===== src/rtl/bus_arbiter2.sv =====
// Two-master round-robin arbiter and sequencer for the peripheral bus.
// Serialises one transaction at a time, decodes the slave and returns read data with an ack pulse.
module bus_arbiter2 #(
    parameter int DATA_W  = 32,
    parameter int NUM_SLV = 5,
    parameter int RD_LAT  = 1
) (
    input  logic                       clk,
    input  logic                       reset,
    // Handshake: a master raises req with we/addr/wdata and holds it until its
    // one-cycle ack; fields are latched at grant, and a req still high once the
    // arbiter is back in IDLE is taken as a new transaction.
    input  logic                       m0_req,
    input  logic                       m0_we,
    input  logic [DATA_W-1:0]          m0_addr,
    input  logic [DATA_W-1:0]          m0_wdata,
    output logic                       m0_ack,
    input  logic                       m1_req,
    input  logic                       m1_we,
    input  logic [DATA_W-1:0]          m1_addr,
    input  logic [DATA_W-1:0]          m1_wdata,
    output logic                       m1_ack,
    output logic [DATA_W-1:0]          m_rdata,
    output logic                       m_err,
    output logic                       bus_we,
    output logic [DATA_W-1:0]          bus_addr,
    output logic [DATA_W-1:0]          bus_wdata,
    output logic [NUM_SLV-1:0]         bus_sel,
    input  logic [NUM_SLV*DATA_W-1:0]  s_rdata,
    output logic                       busy,
    output logic                       gnt_id
);

    localparam int HI_W  = DATA_W - 8;
    localparam int CNT_W = 3;

    typedef enum logic [1:0] {
        S_IDLE = 2'd0,
        S_ADDR = 2'd1,
        S_WAIT = 2'd2,
        S_DONE = 2'd3
    } state_t;

    state_t               state_q, state_d;
    logic                 last_gnt_q;
    logic                 gnt_q;
    logic                 we_q;
    logic                 mapped_q;
    logic [DATA_W-1:0]    addr_q;
    logic [DATA_W-1:0]    wdata_q;
    logic [NUM_SLV-1:0]   sel_q;
    logic [CNT_W-1:0]     cnt_q;
    logic [DATA_W-1:0]    rdata_q;

    logic                 any_req;
    logic                 win;
    logic                 win_we;
    logic [DATA_W-1:0]    win_addr;
    logic [DATA_W-1:0]    win_wdata;
    logic [NUM_SLV-1:0]   dec_sel;
    logic                 dec_hit;
    logic [DATA_W-1:0]    rd_slice;

    // Slave 0 sits at page 0x000000, slave i>0 at page 0x000020+i.
    function automatic logic [HI_W-1:0] slv_base(input int idx);
        if (idx == 0) begin
            return '0;
        end
        return HI_W'(32'h20 + idx);
    endfunction

    // When both request, the master that did not win last time goes first.
    always_comb begin
        any_req   = m0_req | m1_req;
        win       = (m0_req && m1_req) ? ~last_gnt_q : m1_req;
        win_we    = win ? m1_we    : m0_we;
        win_addr  = win ? m1_addr  : m0_addr;
        win_wdata = win ? m1_wdata : m0_wdata;
    end

    always_comb begin
        dec_sel = '0;
        dec_hit = 1'b0;
        for (int i = 0; i < NUM_SLV; i++) begin
            if (win_addr[DATA_W-1:8] == slv_base(i)) begin
                dec_sel[i] = 1'b1;
                dec_hit    = 1'b1;
            end
        end
    end

    always_comb begin
        rd_slice = '0;
        for (int i = 0; i < NUM_SLV; i++) begin
            if (sel_q[i]) begin
                rd_slice = s_rdata[i*DATA_W +: DATA_W];
            end
        end
    end

    always_ff @(posedge clk) begin
        if (!reset) begin
            state_q <= S_IDLE;
        end else begin
            state_q <= state_d;
        end
    end

    always_comb begin
        state_d = state_q;
        case (state_q)
            S_IDLE: if (any_req) state_d = S_ADDR;
            S_ADDR: state_d = (we_q || !mapped_q) ? S_DONE : S_WAIT;
            S_WAIT: if (cnt_q == '0) state_d = S_DONE;
            S_DONE: state_d = S_IDLE;
            default: state_d = S_IDLE;
        endcase
    end

    always_ff @(posedge clk) begin
        if (!reset) begin
            last_gnt_q <= 1'b1;
            gnt_q      <= 1'b0;
            we_q       <= 1'b0;
            mapped_q   <= 1'b0;
            addr_q     <= '0;
            wdata_q    <= '0;
            sel_q      <= '0;
            cnt_q      <= '0;
            rdata_q    <= '0;
        end else begin
            case (state_q)
                S_IDLE: begin
                    if (any_req) begin
                        gnt_q      <= win;
                        last_gnt_q <= win;
                        we_q       <= win_we;
                        addr_q     <= win_addr;
                        wdata_q    <= win_wdata;
                        sel_q      <= dec_sel;
                        mapped_q   <= dec_hit;
                    end
                end
                S_ADDR: cnt_q <= CNT_W'(RD_LAT - 1);
                S_WAIT: begin
                    if (cnt_q == '0) begin
                        rdata_q <= rd_slice;
                    end else begin
                        cnt_q <= cnt_q - CNT_W'(1);
                    end
                end
                default: ;
            endcase
        end
    end

    always_comb begin
        m0_ack    = 1'b0;
        m1_ack    = 1'b0;
        m_rdata   = '0;
        m_err     = 1'b0;
        bus_we    = 1'b0;
        bus_addr  = '0;
        bus_wdata = '0;
        bus_sel   = '0;
        busy      = (state_q != S_IDLE);
        gnt_id    = gnt_q;
        case (state_q)
            S_ADDR: begin
                bus_addr  = addr_q;
                bus_wdata = wdata_q;
                bus_sel   = sel_q;
                bus_we    = we_q & mapped_q;
            end
            S_WAIT: begin
                bus_addr  = addr_q;
                bus_wdata = wdata_q;
                bus_sel   = sel_q;
            end
            S_DONE: begin
                m0_ack  = ~gnt_q;
                m1_ack  = gnt_q;
                m_rdata = (!we_q && mapped_q) ? rdata_q : '0;
                m_err   = ~mapped_q;
            end
            default: ;
        endcase
    end

endmodule


===== config.mk =====
export PLATFORM = sky130hd
export DESIGN_NAME = bus_arbiter2
export DESIGN_NICKNAME = d
export VERILOG_FILES = /design/src/rtl/bus_arbiter2.sv
export SDC_FILE = /design/constraint.sdc
export NUM_CORES = 1
export LEC_CHECK = 0
export BUFFER_PORTS_ARGS = -buffer_cell sky130_fd_sc_hd__buf_2
export CORE_AREA = 2 2 156 158
export DETAILED_ROUTE_END_ITERATION = 8
export DIE_AREA = 0 0 158 160
export PLACE_DENSITY = 0.6
export SLEW_MARGIN = 20
export SYNTH_ARGS = -nofsm -noshare
export SYNTH_HDL_FRONTEND = slang
export SYNTH_SLANG_ARGS = --single-unit

===== constraint.sdc =====
create_clock -name clk -period 1.9 [get_ports clk]
set_input_delay 0.19 -clock clk [delete_from_list [all_inputs] [get_ports clk]]
set_output_delay 0.19 -clock clk [all_outputs]
set_load 0.03 [all_outputs]

## After elaboration in Yosys (flattened, before gate mapping)

Index checks and enable logic that the tools add are counted.

- $add $sub $neg: 1
- Multipliers: 0
- Divide/modulo/power cells: 0
- Order comparisons: 0
- Eq/ne operators: 10
- Shift operators: 0
- Mux-type cells: 33
- Bitwise gates (word level): 5
- Reduce and logical (&&, ||, !) cells: 15

Operator list:

| cell | number |
|---|---|
| $mux 32 | 11 |
| $eq 24x6->1 const B | 4 |
| $logic_not 24->1 | 1 |
| $mux 1 | 16 |
| $pmux 2 s4 | 1 |
| $reduce_and 2->1 | 4 |
| $ne 2x2->1 const B | 3 |
| $pmux 3 s2 | 1 |
| $mux 5 | 1 |
| $eq 2x2->1 const B | 2 |
| $mux 2 | 2 |
| $reduce_bool 2->1 | 2 |
| $logic_not 3->1 | 1 |
| $mux 3 | 1 |
| $not 1->1 | 3 |
| $sub 3x1->3 const B | 1 |
| $eq 2x1->1 const B | 1 |
| $logic_and 1x1->1 | 2 |
| $logic_not 1->1 | 2 |
| $logic_not 2->1 | 1 |
| $reduce_or 2->1 | 1 |
| $and 1x1->1 | 1 |
| $logic_or 1x1->1 | 1 |
| $or 1x1->1 | 1 |

- Flip-flop bits (word level): 110
- Bits in latches: 0
- Memory bits (writable): 0
- Memory bits (read-only): 0
- Input bits: 294
- Word-level logic and storage cells: 74
- Memories: 0

## Depth between registers and ports, before layout

- Word-level depth: 9
- Depth in mapped cells: 9

## Worst setup path before layout

No wires, ideal clock.

- Path kind: flip-flop to flip-flop
- Start: register state_q[0]
- End: register addr_q[8]
- Library setup time: 0.086 ns
- Arrival: 1.652 ns
- Data required time: 1.814 ns
- Slack: 0.163 ns
- Stages on the path, launching flop included: 10
- Path buffers: 3
- Period minus slack after synthesis: 1.737 ns
- Cells stage by stage: dfxtp_1 > inv_1 > ha_1 > buf_4 > inv_1 > nor2_1 > buf_2 > buf_2 > nor2_1 > a211oi_1

- Longest elaborated chain between the ends: 2

Ends and longest elaborated chain:

| item | RTL line | source |
|---|---|---|
| start, declared | 44 | `state_t state_q, state_d;` |
| start signal, assigned | 105 | `state_q <= state_d;` |
| $logic_not 2->1 | 132 | `case (state_q)` |
| $reduce_and 2->1 (no source line) | n/a |  |
| end signal, assigned | 138 | `addr_q <= win_addr;` |
| end, declared | 49 | `logic [DATA_W-1:0] addr_q;` |

Every way passes these cells.
A chain may end at the register's enable or synchronous reset.

## Worst setup path after layout

- Start: register state_q[0]
- End: output m_rdata[14]

- Longest elaborated chain between the ends: 2

Ends and longest elaborated chain:

| item | RTL line | source |
|---|---|---|
| $eq 2x2->1 | 168 | `case (state_q)` |
| $mux 32 | 168 |  |
| end, declared | 23 | `output logic [DATA_W-1:0] m_rdata,` |

Every way passes these cells.

==> results.md <==
- Outcome: completed
- Worst min-delay path class: input pin to register
- Avg Inst Size Synth: between 8 and 9 um2
- Clock group share of total power: 0.172
- Max clock buf depth: 2
- Met3 WL post-DR: 2080 um
- Share of cells above drive strength 1: 0.423
- RSZ-0062 raised after global routing: yes
- Fmax: about 540 MHz
- Met1 wire length: between 10000 and 15000 um
- Grt ovf: 0
- Sequential share of the synthesized area: 0.344
- Top sig layer: met5
- Asr flop ratio synth: 0
- Vias/cell: 4.86
- Synth area leader: dfxtp_1
- Seq cells post-synth: 110
- Simple-Gate Fraction of Synth Area: 0.248
- FP Rows: 57
- Core footprint: about 24000 um2
- CTS tree: yes
- Arrival @ worst endpoint: 1.67 ns
- Crit path time final: 1.86 ns
- Synth Cell Area: 6410 um2
- Sw power: 5.09 mW
- Total Nets Final: 1457
- Pre-CTS WS: 0.114 ns
- Hold Fails Final Rpt: 0
- Skew final: 0.0146 ns
- Initial antenna violation count: 10
- Syn. warnings: 0
- Iteration-0 DRC count of the detailed router: 414
- Vias: 7263
- Root buf cell: clkbuf_16
- Met2 WL post-DR: 13700 um
- Final hold slack: between 0.05 and 0.06 ns
- Critical path type: register to output port
- Clk slew on worst S/H paths: 0.09 ns
- Post-route setup slack: about 0.042 ns
- Die height: ~160 um
- Non-Filler Instances: about 1500
- CTS Buf Count: 9
- DIE WIDTH: ~160 um
- Fill count: 2461
- Synth Area in Adders: 0.0117
- Max VDD drop: about 0.66 mV
- Max Slew Vio Count: 0
- H-tree lvl count: 3
- Routed wire length: 26800 um
- Top cell type's share of synthesized area: 0.344
- Sw frac: 0.430
- Slew margin rel.: 0.649
- Pre-antenna DRT Iters: 4
- Dpl cells: roughly 1500
- Final worst path period share: 0.978
- Area of the die: between 20000 and 30000 um2
- Post-synth EDFFs: 0
- CTS Sinks: 110
- Post-synthesis xor/xnor area fraction: 0
- CTS hold repair buffers: 0
- Worst Tran Pin Value: approximately 0.52 ns
- First-pass GRT wire length: 38000 um
- DP HPWL: 19400 um
- CP required: 1.71 ns
- Mux contribution to synthesized area: 0.102
- Count leader, synth: dfxtp_1
- GRT Overall Usage: 0.196
- CP Launch Type: register
- Routability-driven placement congestion ratio: between 0.8 and 0.9
- Largest net degree at the start of global routing: 78
- Int Power: 6.75 mW
- Clock Latency Late Sink: ~0.36 ns
- Netlist cell types: 41
- Routed WL per cell: 17.9 um
- Reg2reg setup slack: ~0.08 ns
- Synth Area in Compound Gates: 0.234
- Final setup fails: 0
- Main synth FF type: dfxtp_1
- Initial core utilization: 0.269
- Max Cap Viol: 0
- Top post-synthesis cells by area: dfxtp_1 (34%), mux2i_1 (10%), and2_1 (10%), a211oi_1 (7.6%), nor2_1 (5.0%)
- Cell Pwr Density: 1190 nW/um2
- Syn Inst Count: 780
- Post-route ant nets: 0
- I/O Pins: 401
- IO Port Bufs: 400
- Syn nets: 1080
- Leakage: 4.38 nW
- Max Fanout on Critical Path: 16
- Flop pwr share: 0.272
- Most frequent cells after synthesis: dfxtp_1 (110), and2_1 (102), nor2_1 (86), a211oi_1 (65), mux2i_1 (64)
- DRC errors left: 0
- Area growth syn-to-layout: 55.0%
- Largest family of logic cells by synthesized area: simple AND/OR/NAND/NOR gates
- Vias in the first global route: 7050
- Combinational fraction of design power: 0.557
- Crit. End Element: output port
power by group through the flow:
stage | clock network [mW] | registers [mW] | logic, mW
6_report | 2.03 | 3.22 | 6.59
2_1_floorplan | 0 | 3.14 | 3.50
3_5_place_dp | 0 | 3.24 | 5.44
3_3_place_gp | 0 | 3.24 | 5.39
4_1_cts | 2.12 | 3.20 | 5.75
5_1_grt | 2.22 | 3.29 | 7.13
critical path, cell delays in order (launching register included):
cell and delay (ns):
dfxtp_4 0.38, ha_2 0.19, inv_2 0.06, nor2_4 0.11, buf_4 0.13, buf_12 0.14
and2_1 0.16, buf_6 0.13
routing by layer:
layer,GRT usage,up-vias
met5,0,-
met4,0.0700,2
met3,0.0526,27
met2,0.355,290
met1,0.217,3334
li1,-,3610
worst paths after layout:
path,start,end,cells after the start
worst max-delay path,state_q[0],m_rdata[14],7
worst min-delay path,s_rdata[156],rdata_q[28],3
worst max register to register,state_q[0],rdata_q[5],6
worst min register to register,sel_q[0],sel_q[0],2
registers in the layout, summed over array words and instances (netlist names):
register,flops
addr_q,32
cnt_q,3
gnt_id,1
last_gnt_q,1
mapped_q,1
rdata_q,32
sel_q,5
state_q,2
wdata_q,32
we_q,1
layout by cell type (no fill, tap or decap), types with 5 or more instances in the layout:
cell type	count
and2_1	88
nor4_1	6
a221oi_1	33
nand2_1	12
nor2b_1	32
buf_4	56
dfxtp_1	106
a21oi_1	43
buf_2	302
a22oi_1	34
a211oi_1	65
diode_2	9
buf_6	61
mux2i_1	64
nor3_1	39
and2_4	14
clkbuf_16	11
nor2_1	83
buf_12	16
o21ai_0	23
inv_1	5
o21ai_1	15
logic make-up after synthesis:
family | after synthesis
and+or+nand+nor | 295
AOI/OAI and AO/OA | 221
DFF | 110
buffers and inverters | 83
muxes | 65
adders and majority gates | 6
through the flow:
step | util | setup TNS, ns | power, mW | cell area [um2]
final | 0.417 | 0 | 11.8 | 9930
after floorplan | - | 0 | 6.64 | 6410
after detailed placement | 0.373 | 0 | 8.68 | 8890
after CTS | 0.398 | -0.00330 | 11.1 | 9480
after global routing | 0.417 | -0.714 | 12.6 | 9930
after global placement | 0.373 | 0 | 8.63 | 8890
layout make-up:
cell class                      instances  area, um2  area share
Antenna cell                            9       22.5     0.00227
Clock inverter                          7       93.8     0.00945
Tap cell                              324        405      0.0408
Sequential cell                       110       2210       0.223
Clock buffer                            9        225      0.0227
Inverter                                9       36.3     0.00365
Timing Repair Buffer                  438       3020       0.304
Multi-Input combinational cell        589       3920       0.395
what timing repair did:
item	4_1_cts	5_1_grt
cloned	1	6
setup endpoints to repair	93	126
setup buffers	2	3
gates resized for setup	86	122
pin swaps	2	3
Note: power is estimated with default switching activity, not from simulation.
